**src/rtl/div_seq.sv**
```systemverilog
// Sequential 4-bit restoring divider: one quotient bit per cycle, result four edges after start.
// Optional build macro: SIGNED_DIV_EN selects two's-complement operands and results.
module div_seq (
    input  logic       clk,
    input  logic       reset_n,
    input  logic       start,
    input  logic [3:0] A,
    input  logic [3:0] B,
    output logic       busy,
    output logic       done,
    output logic [3:0] Q,
    output logic [3:0] R,
    output logic       divz
);

    typedef enum logic [1:0] {
        IDLE = 2'd0,
        CALC = 2'd1,
        DONE = 2'd2
    } state_t;

    state_t     state_q, state_d;
    logic [3:0] quo_q, quo_d;
    logic [3:0] dvs_q, dvs_d;
    logic [3:0] rem_q, rem_d;
    logic [3:0] q_q, q_d;
    logic [3:0] r_q, r_d;
    logic [1:0] cnt_q, cnt_d;
    logic       divz_q, divz_d;

    logic [4:0] shift, trial;
    logic [3:0] rem_nx, quo_nx;
    logic [3:0] mag_a, mag_b, q_fin, r_fin;

`ifdef SIGNED_DIV_EN
    logic qneg_q, qneg_d;
    logic rneg_q, rneg_d;
`endif

    // The partial remainder stays below the divisor, so bit 4 of the trial is a clean sign bit.
    always_comb begin
        shift  = {rem_q, quo_q[3]};
        trial  = shift - {1'b0, dvs_q};
        rem_nx = trial[4] ? shift[3:0] : trial[3:0];
        quo_nx = {quo_q[2:0], ~trial[4]};
    end

`ifdef SIGNED_DIV_EN
    // Divide magnitudes; -8 maps to unsigned 8, which still fits four bits.
    always_comb begin
        mag_a = A[3] ? (~A + 4'd1) : A;
        mag_b = B[3] ? (~B + 4'd1) : B;
        q_fin = qneg_q ? (~quo_nx + 4'd1) : quo_nx;
        r_fin = rneg_q ? (~rem_nx + 4'd1) : rem_nx;
    end
`else
    always_comb begin
        mag_a = A;
        mag_b = B;
        q_fin = quo_nx;
        r_fin = rem_nx;
    end
`endif

    always_comb begin
        state_d = state_q;
        quo_d   = quo_q;
        dvs_d   = dvs_q;
        rem_d   = rem_q;
        cnt_d   = cnt_q;
        q_d     = q_q;
        r_d     = r_q;
        divz_d  = divz_q;
`ifdef SIGNED_DIV_EN
        qneg_d  = qneg_q;
        rneg_d  = rneg_q;
`endif
        case (state_q)
            IDLE: begin
                if (start) begin
                    if (B == 4'd0) begin
                        q_d     = '1;
                        r_d     = A;
                        divz_d  = 1'b1;
                        state_d = DONE;
                    end else begin
                        quo_d   = mag_a;
                        dvs_d   = mag_b;
                        rem_d   = '0;
                        cnt_d   = '0;
                        divz_d  = 1'b0;
`ifdef SIGNED_DIV_EN
                        qneg_d  = A[3] ^ B[3];
                        rneg_d  = A[3];
`endif
                        state_d = CALC;
                    end
                end
            end
            CALC: begin
                quo_d = quo_nx;
                rem_d = rem_nx;
                cnt_d = cnt_q + 2'd1;
                if (cnt_q == 2'd3) begin
                    q_d     = q_fin;
                    r_d     = r_fin;
                    state_d = DONE;
                end
            end
            DONE:    state_d = IDLE;
            default: state_d = IDLE;
        endcase
    end

    always_ff @(posedge clk or negedge reset_n) begin
        if (!reset_n) begin
            state_q <= IDLE;
            quo_q   <= '0;
            dvs_q   <= '0;
            rem_q   <= '0;
            cnt_q   <= '0;
            q_q     <= '0;
            r_q     <= '0;
            divz_q  <= 1'b0;
`ifdef SIGNED_DIV_EN
            qneg_q  <= 1'b0;
            rneg_q  <= 1'b0;
`endif
        end else begin
            state_q <= state_d;
            quo_q   <= quo_d;
            dvs_q   <= dvs_d;
            rem_q   <= rem_d;
            cnt_q   <= cnt_d;
            q_q     <= q_d;
            r_q     <= r_d;
            divz_q  <= divz_d;
`ifdef SIGNED_DIV_EN
            qneg_q  <= qneg_d;
            rneg_q  <= rneg_d;
`endif
        end
    end

    assign busy = (state_q == CALC);
    assign done = (state_q == DONE);
    assign Q    = q_q;
    assign R    = r_q;
    assign divz = divz_q;

endmodule

```
**config.mk**
```make
export PLATFORM = sky130hd
export DESIGN_NAME = div_seq
export DESIGN_NICKNAME = d
export VERILOG_FILES = /design/src/rtl/div_seq.sv
export SDC_FILE = /design/constraint.sdc
export NUM_CORES = 1
export LEC_CHECK = 0
export ABC_AREA = 1
export BUFFER_PORTS_ARGS = -buffer_cell sky130_fd_sc_hd__buf_2
export CELL_PAD_IN_SITES_DETAIL_PLACEMENT = 0
export CELL_PAD_IN_SITES_GLOBAL_PLACEMENT = 1
export CORE_ASPECT_RATIO = 0.5
export CORE_UTILIZATION = 23
export DETAILED_ROUTE_END_ITERATION = 7
export PLACE_DENSITY_LB_ADDON = 0.15
export REMOVE_ABC_BUFFERS = 1
export SYNTH_ARGS = -nofsm -noshare
export SYNTH_HDL_FRONTEND = slang
export SYNTH_SLANG_ARGS = --single-unit
```
**constraint.sdc**
```tcl
create_clock -name clk -period 2.3 [get_ports clk]
set_clock_uncertainty 0.1 [all_clocks]
set_input_delay 0.46 -clock clk [delete_from_list [all_inputs] [get_ports clk]]
set_output_delay 0.46 -clock clk [all_outputs]
set_load 0.02 [all_outputs]
```
# Word level (Yosys, flattened, before mapping)
# Cells that the tools add are included.
# classes
shifts,0
addsub,2
eq_ne,7
magnitude_cmp,0
div_mod_pow,0
n_bitwise,2
reduce_logical,8
muxes,23
n_mul,0
# op_table
cell,n
$mux W4,11
$pmux W4 S2,4
$mux W2,5
$pmux W2 S2,2
$ne A2 B2 Y1 const B,3
$reduce_and A3 Y1,2
$sub A5 B4 Y5,1
$eq A2 B2 Y1 const B,2
$logic_not A4 Y1,1
$reduce_and A2 Y1,2
$reduce_and A4 Y1,1
$add A2 B1 Y2 const B,1
$eq A2 B1 Y1 const B,1
$logic_not A2 Y1,1
$ne A2 B1 Y1 const B,1
$not A1 Y1,2
$reduce_bool A2 Y1,1
$mux W1,1
# word_totals
register_bits,25
elab_cells,50
romBits,0
mem_bits_rw,0
latch_bits,0
n_memories,0

# Logic depth before layout (Yosys ltp)
# depth
word_depth,4
mapped_depth,12
depth_no_buf,12

# Worst setup path after synthesis
# No wires, ideal clock.
# synth_timing
kind,reg2reg
startpoint,reg quo_q[3]
endpoint,reg r_q[1] (netlist: R[1])
setup_ns,0.113
stages_incl_launch_ff,13
path_slack_ns,0.538
arrival_ns,1.549
required_ns,2.087
cell_sequence,dfrtp_1 -> inv_1 -> ha_1 -> inv_1 -> fa_1 -> nand2_1 -> nand2_1 -> nand3_1 -> nand2_1 -> nand3_1 -> nand3_1 -> nand2_1 -> inv_1
# synth_between
elab_chain_len,4
# synth_rtl
item,line,rtl
"start, declared",23,"logic [3:0] quo_q, quo_d;"
"start signal, assigned",131,quo_q <= quo_d;
$sub A5 B4 Y5,43,"trial = shift - {1'b0, dvs_q};"
$mux W4,44,rem_nx = trial[4] ? shift[3:0] : trial[3:0];
$mux W4,104,if (cnt_q == 2'd3) begin
$pmux W4 S2,78,case (state_q)
"end signal, assigned",136,r_q <= r_d;
"end, declared",27,"logic [3:0] r_q, r_d;"
# No other way between the ends. The select of a mux whose other input is x is not followed.
# A chain may end at the register's enable or synchronous reset.

# Final worst setup path
# layout_timing
startpoint,reg state_q[1]
endpoint,out busy
# layout_between
elab_chain_len,1
# layout_rtl
item,line,rtl
"start, declared",22,"state_t state_q, state_d;"
"start signal, assigned",130,state_q <= state_d;
$eq A2 B1 Y1,145,assign busy = (state_q == CALC);
"end, declared",9,"output logic busy,"
# No other way between the ends.

==> flow_summary.toml <==
[sta]
min_period_ns = 2.03
fmax_mhz = 491
finalMaxSlewViolations = 0
setup_violations = 0
hold_slack_ns = 0.101
rsz0062_at_grt = "no"
slew_headroom_pct = 58.3
tns_ns = 0
hold_viol_final = 0
min_period_over_period_pct = 88.5
layout_setup_ws_ns = 0.265
worst_pin_slew_ns = 0.625

[critical_path]
endpoint_kind = "output port"
cp-start-kind = "register"
crit_arrival_ns = 1.47
cp_data_required_time_ns = 1.74
critPathKind = "reg2out"
worstPathMaxFanout = 15

[routing]
drt_first_pass_iters = 4
num_vias = 1105
drt_wl_total_um = 3190
drc_errors = 0
drtIter0Drc = 35
ant_nets = 0
viasPerCell = 4.27
routedWlPerCell_um = 12.3

[run_status]
status = "finished clean"

[die]
dieArea_mm2 = 0.00623
die-height_um = 56.3
initial_core_util_pct = 24.3
coreArea_mm2 = 0.00559
num_rows = 19
io-pin-count = 22
die_w_um = 111

[final_layout]
layoutNonFillerInstCount = 259
fin_area_mm2 = 0.00161
syn2layout_area_growth_pct = 18.7
fin_nets = 204
antenna_cells = 0
layout-drive-gt1-share_pct = 22.6
utilization_pct = 28.8

[grt]
grt_overflow = 0
antenna_found_initial = 0
grt_pass1_vias = 1127
grt_usage_pct = 11.3
grt_pass1_wl_um = 5530
grt_max_degree = 26

[synth]
synthCells = 163
ys_seq_area_share_pct = 46.1
yosys.area.top_type = "dfrtp_1"
synth_area_mm2 = 0.00136
synth-edff-count = 0
yosys_warnings = 0
yosys-top-cells-area = "dfrtp_1 46%, nand2_1 8.6%, nand3_1 7.4%"
synth_ff_type = "dfrtp_1"
yosysTopAreaCellShare_pct = 46.1
syn_avg_cell_area_um2 = 8.33
synth.cells.most_frequent = "31 x nand2_1, 25 x dfrtp_1, 22 x inv_1"
synth.ff_latch_count = 25
synth_most_common_cell = "nand2_1"
async_reset_ff_share_pct = 100
ys_types = 26

[power]
finalPower_mw = 2.57
p_leak_nw = 0.813
vdd_drop_max_v = 0.000394
power_density_mw_per_mm2 = 1590

[clock_network]
cts.sinks = 25
clock_path_buffers = 2
clk_pin_slew_ns = 0.07
post_cts_resized = 0
cts_made_buffers = 3
cts_root_buffer = "clkbuf_16"
post_cts_buffers = 0
htreeDepth = 1
clock_latency_ns = 0.26
postCtsHoldBufs = 0
cts_tree = "yes"

[placed_design]
gp_congestion = 0.658
post-dp-hpwl_um = 2410
placed_area_mm2 = 0.00153
pre_cts_slack_ns = 0.348
numPortBuffers = 21
dp_cells = 255

[run]
drv_cap = 0

[worst_hold_path]
hp-class = "in2async"
-- path summary, 6_finish.rpt --
path                       startpoint         end  slack [ns]  cells after the start
max                        state_q[1]        busy        0.27                      4
min                           reset_n        R[3]        0.10                      1
max reg2reg                  quo_q[3]        R[1]        0.36                     12
min reg2reg                      Q[3]        Q[3]        0.39                      2
max in group asynchronous     reset_n  state_q[0]        1.57                      1
min in group clk                 B[3]    dvs_q[3]        0.33                      3
-- cell families (layout without fill, tap and decap cells) --
kind of cell    after synthesis  in the layout  synth area share (%)
compound gates               20             20                  8.57
xor+xnor                      1              1                 0.645
fa+ha+maj                     6              6                  6.08
buf+inv                      28             51                  9.31
flops                        25             25                  46.1
simple gates                 83             83                  29.3
-- placed cells by master (no fill, tap or decap) --
master,n
nand4_1,1
nor2_2,5
or2_0,4
clkinv_2,1
nor2_1,14
nand3_2,3
ha_1,5
o21a_1,1
dfrtp_1,25
buf_4,1
nand2_1,31
buf_2,21
inv_2,2
o211ai_1,1
a22o_1,1
a21oi_1,3
o22ai_1,1
o21ai_0,5
clkbuf_16,3
inv_4,1
xor2_1,1
inv_1,22
fa_1,1
nand3_1,20
nand2_2,4
nor2_4,1
o21ai_1,3
a31oi_1,5
-- power breakdown --
part	switching [mW]	total, mW	internal (mW)
Combinational	0.918	1.40	0.483
Sequential	0.124	0.776	0.652
Clock	0.157	0.391	0.234
Total	1.20	2.57	1.37
-- layout make-up --
cell class              instances  area (um^2)
well taps                      73         91.3
fillers                       612         3980
clock buffers                   3         75.1
clock inverters                 1         5.00
multi-input cells             110          606
repair buffers                 22          113
inverters                      25         96.3
flip-flops and latches         25          626
-- sequential cells by signal (all words and copies together), names as in the netlist --
name and flops:
cnt_q 2, Q 4, dvs_q 4, R 4, quo_q 4, divz 1, rem_q 4, state_q 2
-- critical path, cell delays in order, from the launching register on --
cell and delay [ns]:
dfrtp_1 0.38, inv_1 0.08, nand2_1 0.28, inv_4 0.28, buf_2 0.20
-- metal layers --
metal  wire [um]  track usage [%]
met5           0                0
met4          21             1.71
met1        1860             17.0
met2        1220             16.3
met3          92             3.13
Note: power is estimated with default switching activity, not from simulation.
